$ cat src/rtl/loc_pkg.sv
// Shared encodings for the maze-solver location datapath: command ops,
// direction codes, sticky error bit positions and controller FSM states.
package loc_pkg;

    typedef enum logic [1:0] {
        OP_NOP   = 2'b00,
        OP_MOVE  = 2'b01,
        OP_BACK  = 2'b10,
        OP_CLEAR = 2'b11
    } op_e;

    typedef enum logic [1:0] {
        DIR_YDEC = 2'b00,
        DIR_XINC = 2'b01,
        DIR_XDEC = 2'b10,
        DIR_YINC = 2'b11
    } dir_e;

    localparam int ERR_EDGE = 0;
    localparam int ERR_OVF  = 1;
    localparam int ERR_UNF  = 2;

    typedef enum logic {
        ST_IDLE = 1'b0,
        ST_POP  = 1'b1
    } state_e;

endpackage

$ cat src/rtl/loc_stack.sv
// Synchronous LIFO of visited locations with registered read data.
// A read (rd_en) latches the top entry; a later pop drops it from the count.
module loc_stack #(
    parameter int WIDTH = 8,
    parameter int DEPTH = 16
) (
    input  logic                           clk,
    input  logic                           rst,
    input  logic                           clr,
    input  logic                           push,
    input  logic [WIDTH-1:0]               push_data,
    input  logic                           rd_en,
    input  logic                           pop,
    output logic [WIDTH-1:0]               rd_data,
    output logic [$clog2(DEPTH+1)-1:0]     count,
    output logic                           empty,
    output logic                           full
);

    localparam int AW = (DEPTH > 1) ? $clog2(DEPTH) : 1;
    localparam int CW = $clog2(DEPTH+1);

    logic [WIDTH-1:0] mem_q [DEPTH];
    logic [WIDTH-1:0] rd_data_q;
    logic [CW-1:0]    cnt_q, cnt_d;
    logic [AW-1:0]    wr_idx, top_idx;

    assign empty   = (cnt_q == '0);
    assign full    = (cnt_q == CW'(DEPTH));
    assign wr_idx  = AW'(cnt_q);
    assign top_idx = AW'(cnt_q - CW'(1));
    assign count   = cnt_q;
    assign rd_data = rd_data_q;

    // NOTE: every variable written in always_comb gets a default first, so no path can infer a latch.
    always_comb begin
        cnt_d = cnt_q;
        if (clr)
            cnt_d = '0;
        else if (push && !full)
            cnt_d = cnt_q + CW'(1);
        else if (pop && !empty)
            cnt_d = cnt_q - CW'(1);
    end

    always_ff @(posedge clk) begin
        if (rst) begin
            cnt_q     <= '0;
            rd_data_q <= '0;
        end else begin
            cnt_q <= cnt_d;
            if (rd_en && !empty)
                rd_data_q <= mem_q[top_idx];
        end
    end

    // NOTE: storage is deliberately not reset; entries above the count are never read.
    always_ff @(posedge clk) begin
        if (push && !full)
            mem_q[wr_idx] <= push_data;
    end

endmodule

$ cat src/rtl/loc_tracker.sv
// Maze-solver location datapath: current {x,y}, candidate step, backtrack stack.
// Optional visited-cell map enabled by defining LOC_VISITED_MAP_EN.
module loc_tracker
    import loc_pkg::*;
#(
    parameter int COORD_W     = 4,
    parameter int STACK_DEPTH = 16
) (
    input  logic                               clk,
    input  logic                               rst,
    input  logic                               cmd_valid,
    input  logic [1:0]                         cmd_op,
    input  logic [1:0]                         dir,
    output logic                               cmd_ready,
    output logic [2*COORD_W-1:0]               cur_loc,
    output logic [2*COORD_W-1:0]               nxt_loc,
    output logic                               edge_hit,
    output logic                               stk_empty,
    output logic                               stk_full,
    output logic [$clog2(STACK_DEPTH+1)-1:0]   stk_cnt,
    output logic [2:0]                         err_flags
`ifdef LOC_VISITED_MAP_EN
    ,
    output logic                               nxt_visited
`endif
);

    localparam int LOC_W = 2*COORD_W;

    op_e                state_op;
    state_e             state_q, state_d;
    logic [LOC_W-1:0]   cur_loc_q, cur_loc_d, pop_data;
    logic [2:0]         err_q, err_d;
    logic [COORD_W-1:0] cur_x, cur_y, axis_val, axis_nxt;
    logic               accept, cmd_move, cmd_back, clear, move_ok, back_ok, pop_done;

    assign state_op = op_e'(cmd_op);
    assign cur_x    = cur_loc_q[LOC_W-1:COORD_W];
    assign cur_y    = cur_loc_q[COORD_W-1:0];

    // Odd-parity dir codes step along x; dir[0] selects increment over decrement.
    always_comb begin
        axis_val = (^dir) ? cur_x : cur_y;
        axis_nxt = dir[0] ? axis_val + COORD_W'(1) : axis_val - COORD_W'(1);
        edge_hit = dir[0] ? (&axis_val) : (axis_val == '0);
        nxt_loc  = (^dir) ? {axis_nxt, cur_y} : {cur_x, axis_nxt};
    end

    always_ff @(posedge clk) begin
        if (rst) state_q <= ST_IDLE;
        else     state_q <= state_d;
    end

    always_comb begin
        state_d = state_q;
        case (state_q)
            ST_IDLE: if (back_ok) state_d = ST_POP;
            ST_POP:  state_d = ST_IDLE;
            default: state_d = ST_IDLE;
        endcase
    end

    always_comb begin
        cmd_ready = (state_q == ST_IDLE);
        accept    = cmd_valid && cmd_ready;
        cmd_move  = accept && (state_op == OP_MOVE);
        cmd_back  = accept && (state_op == OP_BACK);
        clear     = accept && (state_op == OP_CLEAR);
        move_ok   = cmd_move && !edge_hit && !stk_full;
        back_ok   = cmd_back && !stk_empty;
        pop_done  = (state_q == ST_POP);
    end

    always_comb begin
        cur_loc_d = cur_loc_q;
        err_d     = err_q;
        if (clear) begin
            cur_loc_d = '0;
            err_d     = '0;
        end else if (pop_done) begin
            cur_loc_d = pop_data;
        end else if (cmd_move) begin
            if (edge_hit)      err_d[ERR_EDGE] = 1'b1;
            else if (stk_full) err_d[ERR_OVF]  = 1'b1;
            else               cur_loc_d       = nxt_loc;
        end else if (cmd_back && stk_empty) begin
            err_d[ERR_UNF] = 1'b1;
        end
    end

    always_ff @(posedge clk) begin
        if (rst) begin
            cur_loc_q <= '0;
            err_q     <= '0;
        end else begin
            cur_loc_q <= cur_loc_d;
            err_q     <= err_d;
        end
    end

    loc_stack #(
        .WIDTH (LOC_W),
        .DEPTH (STACK_DEPTH)
    ) u_stack (
        .clk       (clk),
        .rst       (rst),
        .clr       (clear),
        .push      (move_ok),
        .push_data (cur_loc_q),
        .rd_en     (back_ok),
        .pop       (pop_done),
        .rd_data   (pop_data),
        .count     (stk_cnt),
        .empty     (stk_empty),
        .full      (stk_full)
    );

    assign cur_loc   = cur_loc_q;
    assign err_flags = err_q;

`ifdef LOC_VISITED_MAP_EN
    localparam int MAP_W = 1 << LOC_W;

    logic [MAP_W-1:0] map_q, map_d;

    // Origin counts as visited whenever the location returns to it via reset or CLEAR.
    always_comb begin
        map_d = map_q;
        if (clear)        map_d = MAP_W'(1);
        else if (move_ok) map_d[nxt_loc] = 1'b1;
    end

    always_ff @(posedge clk) begin
        if (rst) map_q <= MAP_W'(1);
        else     map_q <= map_d;
    end

    assign nxt_visited = map_q[nxt_loc];
`endif

endmodule

$ cat config.mk
export PLATFORM = sky130hd
export DESIGN_NAME = loc_tracker
export DESIGN_NICKNAME = d
export VERILOG_FILES = /design/src/rtl/loc_pkg.sv /design/src/rtl/loc_stack.sv /design/src/rtl/loc_tracker.sv
export SDC_FILE = /design/constraint.sdc
export NUM_CORES = 1
export LEC_CHECK = 0
export ABC_AREA = 0
export ABC_CLOCK_PERIOD_IN_PS = 5690
export CORE_MARGIN = 4
export CORE_UTILIZATION = 53
export CTS_CLUSTER_SIZE = 25
export DETAILED_ROUTE_END_ITERATION = 16
export PLACE_DENSITY = 0.81
export RECOVER_POWER = 25
export SLEW_MARGIN = 40
export SYNTH_ARGS = -nofsm -noshare
export SYNTH_HDL_FRONTEND = slang
export SYNTH_SLANG_ARGS = --single-unit
$ cat constraint.sdc
create_clock -name clk -period 5.69 [get_ports clk]
set_input_delay 0.569 -clock clk [delete_from_list [all_inputs] [get_ports clk]]
set_output_delay 0.569 -clock clk [all_outputs]
set_load 0.005 [all_outputs]
==> impl_metrics.json, run 1 <==
{
  "clk_latency_ns": 0.42,
  "synthMuxAreaShare_pct": 15.8,
  "final_nets": 446,
  "synth_xor_area_share_pct": 1.77,
  "fp.dieW_um": 119,
  "p_sw_mw": 0.572,
  "ys_types": 48,
  "final-max-slew-violation-count": 0,
  "syn_to_final_growth_pct": 16.8,
  "wl_um": 14200,
  "tightest_slew_ns": 1.10,
  "clk_pin_slew_ns": 0.07,
  "cp_max_fo": 8,
  "hold_buffers": 0,
  "finalSetupTns_ns": 0,
  "fillers": 819,
  "postSynthCellCount": 387,
  "core_area_mm2": 0.0120,
  "finalCritPeriodShare_pct": 73.9,
  "status": "finished clean",
  "arrival_ns": 3.64,
  "pwr-share-seq_pct": 49.4,
  "hold_viol": 0,
  "grt_pass1_wl_um": 22300,
  "yosysSeqAreaShare_pct": 66.7,
  "setup_viol": 0,
  "worst-setup-path-type": "in2out",
  "start_kind": "primary input",
  "cts_root_buf": "clkbuf_16",
  "cts_buffers": 17,
  "dpl.cell_count": 559,
  "post-dp-hpwl_um": 8940,
  "synth_flop_cell": "edfxtp_1",
  "cts_sinks": 153,
  "cp_slowest_cell": "clkdlybuf4s50_1",
  "detail-route-antenna-nets": 0,
  "fin_skew_ns": 0.00908,
  "synth_simple_gate_area_share_pct": 6.95,
  "clkPwrFrac_pct": 44.9,
  "place_congestion": 0.818,
  "ios": 35,
  "synth_top_family_by_area": "multiplexers",
  "portBuffers": 34,
  "power_frac_comb_pct": 5.7,
  "power_leakage_nw": 2.71,
  "vias": 3689,
  "multi_input_area_mm2": 0.00205,
  "swShare_pct": 23.2,
  "seq_area_mm2": 0.00435,
  "power.internal_mw": 1.90,
  "grt_pass1_vias": 3815,
  "ys_ff_latch": 153,
  "yosysWarnings": 0,
  "antennaDiodeCount": 0,
  "cap_violations": 0,
  "cts_buffer_depth": 2,
  "fmax_mhz": 238,
  "cts_resized": 0,
  "hp-start": "err_flags[1]",
  "rr_startpoint": "cur_loc[1]",
  "route.detailed.drc": 0,
  "cpPeakStageDelay_ns": 0.65,
  "yosys.area_share.adder_pct": 1.65,
  "grt_overflow": 0,
  "synth_area_per_cell_um2": 16.8,
  "cts_tree": "yes",
  "synthTopCellsByArea": "edfxtp_1, mux4_2, dfxtp_1, mux2i_1, mux4_1",
  "stdcell_count": 591,
  "wl_per_cell_um": 24.0,
  "powerDensity_mw_per_mm2": 325,
  "initial_core_util_pct": 54.2,
  "synth_top_area_cell": "edfxtp_1",
  "synth_top_area_share_pct": 59.0,
  "antenna_found_initial": 0,
  "via_per_inst": 6.24,
  "cp_cell_sequence": "clkdlybuf4s50_1, xnor2_1, nand2_1, nand2_1, ha_1, inv_1, o21bai_1, a21o_1, a32o_1, xor2_1, clkdlybuf4s50_1",
  "dr.pass1.iters": 5,
  "period_needed_ns": 4.21,
  "fp.dieH_um": 119,
  "postSynth.asyncResetShare_pct": 0,
  "grt_start_max_net_pins": 38,
  "timing.critical_path.to_type": "primary output",
  "num_rows": 40,
  "drive_above_1_share_pct": 21.2,
  "synth_area_mm2": 0.00651,
  "synth_compound_area_share_pct": 4.82,
  "post_cts_buffers": 0,
  "synth_fp_nets": 402,
  "min_path_type": "reg2reg",
  "slew_headroom_pct": 26.8,
  "die_area_mm2": 0.0141,
  "startpoint": "dir[0]",
  "grt.total_usage_pct": 21.3,
  "vdd_drop_max_v": 0.000282,
  "cts.htree.levels": 4,
  "synth-edff-count": 128,
  "initialDrtViolationCount": 381,
  "cp.required_ns": 5.12,
  "rsz0062_at_grt": "false"
}
flip-flops by register name (all words and copies together), names as in the netlist:
signal / flops
pop_done: 1
u_stack.mem_q: 128
u_stack.rd_data: 8
err_flags: 3
u_stack.count: 5
cur_loc: 8
synth_stat cells, types with 7 or more instances:
| master | count |
|---|---|
| mux2i_1 | 11 |
| ha_1 | 7 |
| o21ai_0 | 8 |
| inv_1 | 12 |
| clkbuf_1 | 9 |
| dfxtp_1 | 25 |
| nor2_1 | 21 |
| a21oi_1 | 16 |
| edfxtp_1 | 128 |
| mux4_2 | 36 |
| nand2_1 | 25 |
| xnor2_1 | 7 |
| nor3_1 | 13 |
worst max-delay path: cells and delay by family:
family	cells	cell delay, ns
buffers and inverters	3	1.24
AO/OA/AOI/OAI	3	0.58
AND/OR/NAND/NOR	2	0.27
adder cells (fa/ha/maj)	1	0.23
XOR/XNOR	2	0.75
routing by layer:
metal / part of all wire (%) / vias up / global-route usage [%]
li1: - / 1616 / -
met1: 40 / 1874 / 28.9
met2: 51 / 175 / 34.8
met3: 7.2 / 24 / 5.37
met4: 1.5 / 0 / 5.50
met5: 0 / - / 0
power by group through the flow:
stage | Sequential (mW) | Clock [mW] | Combinational (mW)
floorplan | 1.24 | 0 | 0.0880
global placement | 1.24 | 0 | 0.136
detailed placement | 1.24 | 0 | 0.140
CTS | 1.22 | 1.12 | 0.141
global route | 1.22 | 1.18 | 0.150
finish | 1.22 | 1.11 | 0.140
cells in the final DEF, fill, tap and decap left out, drive strengths merged, types with 3 or more instances in the layout:
| master | n |
|---|---|
| ha | 7 |
| xnor2 | 7 |
| o21ai | 9 |
| mux2i | 11 |
| a21oi | 16 |
| nand2 | 25 |
| xor2 | 4 |
| a22oi | 6 |
| buf | 6 |
| edfxtp | 128 |
| nor3 | 13 |
| clkinv | 6 |
| clkdlybuf4s50 | 34 |
| nor2 | 23 |
| nand3 | 3 |
| and3 | 4 |
| clkbuf | 21 |
| dfxtp | 25 |
| nor3b | 6 |
| mux4 | 40 |
| and2 | 5 |
| inv | 20 |
per-stage QoR:
step,instance area (um2),util [%],setup slack [ns],total power [mW],hold WS (ns)
after global placement,7010,58.3,1.64,1.38,0.469
after global routing,7610,63.4,1.28,2.55,0.518
after CTS,7620,63.4,1.52,2.48,0.488
final,7610,63.4,1.48,2.47,0.486
after detailed placement,7040,58.6,1.54,1.38,0.469
after floorplan,6510,-,2.74,1.33,0.458
cells by family after synthesis:
group | Yosys count
compound gates | 46
simple gates | 87
buf+inv | 31
fa+ha+maj | 8
mux | 51
flops | 153
xor+xnor | 11
final timing paths:
| path | end | slack [ns] | cells after the start |
|---|---|---|---|
| min reg2reg | err_flags[1] | 0.49 | 2 |
| max reg2reg | u_stack.mem_q[3][4] | 2.36 | 6 |
| max | nxt_loc[3] | 1.48 | 11 |
| min | err_flags[1] | 0.49 | 2 |
area by class of cell:
type,instances,share of cell area (%)
clock inverter,15,2.10
clock buffer,17,5.59
sequential,153,57.2
tap,147,2.42
inverter,12,0.592
timing repair buffer,44,5.26
multi-input combinational,203,26.9
No activity file was read; power rests on OpenSTA's default activity.
==> run 2, diff against run 1 <==
--- a/config.mk
+++ b/config.mk
@@ -6,7 +6,7 @@
 export NUM_CORES = 1
 export LEC_CHECK = 0
 export ABC_AREA = 0
-export ABC_CLOCK_PERIOD_IN_PS = 5690
+export ABC_CLOCK_PERIOD_IN_PS = 4050
 export CORE_MARGIN = 4
 export CORE_UTILIZATION = 53
 export CTS_CLUSTER_SIZE = 25
==> constraint.sdc (replaced) <==
create_clock -name clk -period 4.05 [get_ports clk]
set_input_delay 0.405 -clock clk [delete_from_list [all_inputs] [get_ports clk]]
set_output_delay 0.405 -clock clk [all_outputs]
set_load 0.005 [all_outputs]
==> impl_metrics.json, run 2 (synthesis gave the netlist of run 1 again) <==
{
  "max_flop_register": "u_stack.mem_q",
  "route.detailed.drc": 0,
  "multi_input_area_mm2": 0.00203,
  "vias": 3724,
  "grt_pass1_vias": 3779,
  "place_congestion": 0.852,
  "seq_area_mm2": 0.00435,
  "core_area_mm2": 0.0120,
  "dr.pass1.iters": 5,
  "post-dp-hpwl_um": 9240,
  "start_kind": "primary input",
  "via_per_inst": 6.20,
  "startpoint": "dir[0]",
  "cts_tree": "yes",
  "clk_pin_slew_ns": 0.07,
  "cts_buffers": 17,
  "tightest_slew_ns": 1.20,
  "mostFrequentLayoutCell": "edfxtp_1",
  "power_mw": 3.36,
  "grt_start_max_net_pins": 38,
  "ios": 35,
  "cts_root_buf": "clkbuf_16",
  "fillers": 825,
  "die_area_mm2": 0.0141,
  "fmax_mhz": 267,
  "grt_pass1_wl_um": 22300,
  "drive_above_1_share_pct": 20.9,
  "cts_buffer_depth": 2,
  "final-max-slew-violation-count": 0,
  "hold_viol": 0,
  "finalCritPeriodShare_pct": 92.4,
  "cp.required_ns": 3.64,
  "powerDensity_mw_per_mm2": 441,
  "rr_startpoint": "cur_loc[5]",
  "grt_overflow": 0,
  "setup_viol": 0,
  "post_cts_buffers": 0,
  "rrSetupSlack_ns": 0.86,
  "min_path_type": "reg2reg",
  "rsz0062_at_grt": "false",
  "cts_sinks": 153,
  "detail-route-antenna-nets": 0,
  "final_cell_mix": "edfxtp_1, mux4_2, clkdlybuf4s50_1",
  "cts_resized": 0,
  "wl_per_cell_um": 23.4,
  "portBuffers": 34,
  "fp.dieW_um": 119,
  "ff2ff_path_depth": 7,
  "initialDrtViolationCount": 411,
  "timing.critical_path.to_type": "primary output",
  "clk_latency_ns": 0.42,
  "status": "finished clean",
  "cts.htree.levels": 4,
  "power_leakage_nw": 2.73,
  "regToRegEndpoint": "u_stack.mem_q[7][1]",
  "worst-setup-path-type": "in2out",
  "fp.dieH_um": 119,
  "vdd_drop_max_v": 0.000325,
  "hold_buffers": 0,
  "final_util_pct": 63.4,
  "endpoint": "nxt_loc[7]",
  "final_nets": 456,
  "timing.final.ws_setup_ns": 0.306,
  "cap_violations": 0,
  "antenna_found_initial": 0,
  "initial_core_util_pct": 54.2,
  "num_rows": 40,
  "grt.total_usage_pct": 21.4,
  "dp_slack_ns": 0.349,
  "cp_max_fo": 14,
  "fin_skew_ns": 0.00999,
  "arrival_ns": 3.34,
  "wl_um": 14100,
  "slew_headroom_pct": 20.0,
  "antennaDiodeCount": 0,
  "finalSetupTns_ns": 0,
  "largest_reg_flops": 128,
  "syn_to_final_growth_pct": 17.0,
  "period_needed_ns": 3.74
}
==> run 2: cell types whose count changed in the layout (fill, tap and decap cells not counted), moves of 2 or more <==
| cell | delta |
|---|---|
| clkinv_1 | +2 |
| dfxtp_2 | -3 |
| nor3_2 | -3 |
| nor3_1 | +3 |
| buf_4 | +9 |
| dfxtp_1 | +3 |
| clkinvlp_4 | +2 |
==> run 2: per-stage QoR <==
stage	hold WS, ns	area, um2	std cells
after floorplan	0.458	6510	387
after global placement	0.456	7080	569
after detailed placement	0.476	7090	569
after CTS	0.495	7630	601
after global routing	0.524	7620	601
final	0.489	7620	601
==> run 2: area by class of cell <==
type / count / area share [%]
sequential: 153 / 57.0
multi-input combinational: 203 / 26.7
timing repair buffer: 54 / 6.19
clock buffer: 17 / 5.58
tap: 147 / 2.41
clock inverter: 15 / 1.53
inverter: 12 / 0.591
==> run 2: worst min path at each step <==
stage / cells after the start / startpoint / to
after detailed placement: 2 / err_flags[0] / err_flags[0]
after CTS: 2 / err_flags[0] / err_flags[0]
final: 2 / err_flags[0] / err_flags[0]
after floorplan: 2 / u_stack.rd_data[3] / u_stack.rd_data[3]
after global placement: 2 / err_flags[1] / err_flags[1]
after global routing: 2 / u_stack.rd_data[1] / u_stack.rd_data[1]
==> run 2: worst max-delay path: stages <==
cell and delay [ns]:
clkdlybuf4s50_1 0.77, xor2_4 0.40, nand2_1 0.09, nand2_1 0.10, ha_1 0.23, inv_1 0.06, o21bai_1 0.09, a21o_1 0.20
a32o_1 0.30, xor2_1 0.15, clkdlybuf4s50_1 0.53
==> run 2: layer usage <==
layer,share of wire (%),track usage (%)
met5,0,0
met1,41,29.0
met4,2.1,8.76
met3,7.0,4.75
met2,49,33.9
==> run 2: report_power, final <==
group	leakage [nW]	switching [mW]	total, mW	internal, mW
sequential	1.53	0.00658	1.71	1.70
clock	0.263	0.649	1.44	0.794
combinational	0.936	0.112	0.209	0.0970
==> run 3, diff against run 2 <==
--- a/config.mk
+++ b/config.mk
@@ -7,13 +7,14 @@
 export LEC_CHECK = 0
 export ABC_AREA = 0
 export ABC_CLOCK_PERIOD_IN_PS = 4050
+export CORE_ASPECT_RATIO = 1.4
 export CORE_MARGIN = 4
 export CORE_UTILIZATION = 53
 export CTS_CLUSTER_SIZE = 25
 export DETAILED_ROUTE_END_ITERATION = 16
 export PLACE_DENSITY = 0.81
 export RECOVER_POWER = 25
-export SLEW_MARGIN = 40
+export SLEW_MARGIN = 5
 export SYNTH_ARGS = -nofsm -noshare
 export SYNTH_HDL_FRONTEND = slang
 export SYNTH_SLANG_ARGS = --single-unit
==> impl_metrics.json, run 3 (synthesis gave the netlist of run 1 again) <==
{
  "dpl.cell_count": 567,
  "grt_start_max_net_pins": 38,
  "cts_sinks": 153,
  "fp.dieW_um": 102,
  "mostFrequentLayoutCell": "edfxtp_1",
  "max_flop_register": "u_stack.mem_q",
  "place_congestion": 0.890,
  "stdcell_count": 599,
  "wl_per_cell_um": 24.8,
  "ios": 35,
  "whs_ns": 0.485,
  "antennaDiodeCount": 0,
  "finalCritPeriodShare_pct": 94.4,
  "rsz0062_at_grt": "false",
  "ff2ff_path_depth": 7,
  "final-max-slew-violation-count": 0,
  "status": "finished clean",
  "detail-route-antenna-nets": 0,
  "arrival_ns": 3.42,
  "powerDensity_mw_per_mm2": 457,
  "multi_input_area_mm2": 0.00203,
  "grt_overflow": 0,
  "cts_tree": "yes",
  "start_kind": "primary input",
  "min_path_type": "reg2reg",
  "portBuffers": 34,
  "cts.htree.levels": 4,
  "cp_max_fo": 14,
  "via_per_inst": 6.34,
  "seq_area_mm2": 0.00435,
  "largest_reg_flops": 128,
  "fillers": 773,
  "post_cts_buffers": 0,
  "route.detailed.drc": 0,
  "grt.total_usage_pct": 22.9,
  "final_nets": 454,
  "period_needed_ns": 3.82,
  "die_area_mm2": 0.0142,
  "fin_skew_ns": 0.0124,
  "vdd_drop_max_v": 0.000440,
  "cts_buffer_depth": 2,
  "final_cell_mix": "edfxtp_1, mux4_2, clkdlybuf4s50_1",
  "timing.critical_path.to_type": "primary output",
  "clk_pin_slew_ns": 0.07,
  "syn_to_final_growth_pct": 17.9,
  "cp.required_ns": 3.64,
  "cts_buffers": 17,
  "setup_viol": 0,
  "tightest_slew_ns": 0.974,
  "cts_root_buf": "clkbuf_16",
  "num_rows": 47,
  "grt_pass1_wl_um": 23500,
  "finalSetupTns_ns": 0,
  "drive_above_1_share_pct": 21.2,
  "vias": 3797,
  "core_area_mm2": 0.0119,
  "hold_viol": 0,
  "slew_headroom_pct": 35.1,
  "grt_pass1_vias": 3988,
  "dr.pass1.iters": 5,
  "wl_um": 14800,
  "worst-setup-path-type": "in2out",
  "initialDrtViolationCount": 418,
  "clk_latency_ns": 0.43,
  "cap_violations": 0,
  "post-dp-hpwl_um": 9560,
  "power_leakage_nw": 2.75,
  "fp.dieH_um": 139,
  "initial_core_util_pct": 54.6,
  "holdPathStages": 2,
  "antenna_found_initial": 0,
  "fmax_mhz": 261
}
[run 3: path summary, 6_finish.rpt]
path	startpoint	endpoint	slack, ns
max	dir[0]	nxt_loc[3]	0.23
min	err_flags[2]	err_flags[2]	0.48
max reg2reg	cur_loc[3]	u_stack.mem_q[7][0]	0.93
min reg2reg	err_flags[2]	err_flags[2]	0.48
[run 3: where the power goes]
part           leakage [nW]  switching, mW  internal, mW
logic                 0.918          0.114        0.0967
clock network         0.301          0.745         0.844
registers              1.53        0.00923          1.70
[run 3: repair_timing]
| item | CTS | global route |
|---|---|---|
| hold buffers | 0 | 0 |
| resized for setup | 0 | 1 |
| setup endpoints to repair | 0 | 2 |
[run 3: area by class of cell]
cell class / count / share of cell area (%)
repair buffers: 52 / 6.00
inverters: 12 / 0.587
clock inverters: 15 / 2.49
well taps: 147 / 2.40
clock buffers: 17 / 5.54
flip-flops and latches: 153 / 56.6
multi-input cells: 203 / 26.4
[run 3: critical path: stages]
cell and delay (ns):
clkdlybuf4s50_1 0.78, xor2_4 0.42, nand2_1 0.10, nand2_1 0.13
ha_1 0.23, inv_1 0.05, o21bai_1 0.09, a21o_1 0.20
a32o_1 0.31, xor2_1 0.15, clkdlybuf4s50_1 0.54
[run 3: layer usage]
| metal | wire [um] | track usage, % |
|---|---|---|
| met1 | 5570 | 29.4 |
| met3 | 917 | 4.98 |
| met5 | 0 | 0 |
| met2 | 7800 | 36.7 |
| met4 | 540 | 10.9 |
[run 3: metrics by stage]
stage	setup slack (ns)	power, mW	instance area, um2	util (%)
finish	0.226	3.51	7680	64.3
CTS	0.244	3.51	7680	64.4
floorplan	1.22	1.87	6510	-
global placement	0.361	1.95	7070	59.2
detailed placement	0.252	1.95	7070	59.2
global route	0.0185	3.62	7680	64.3
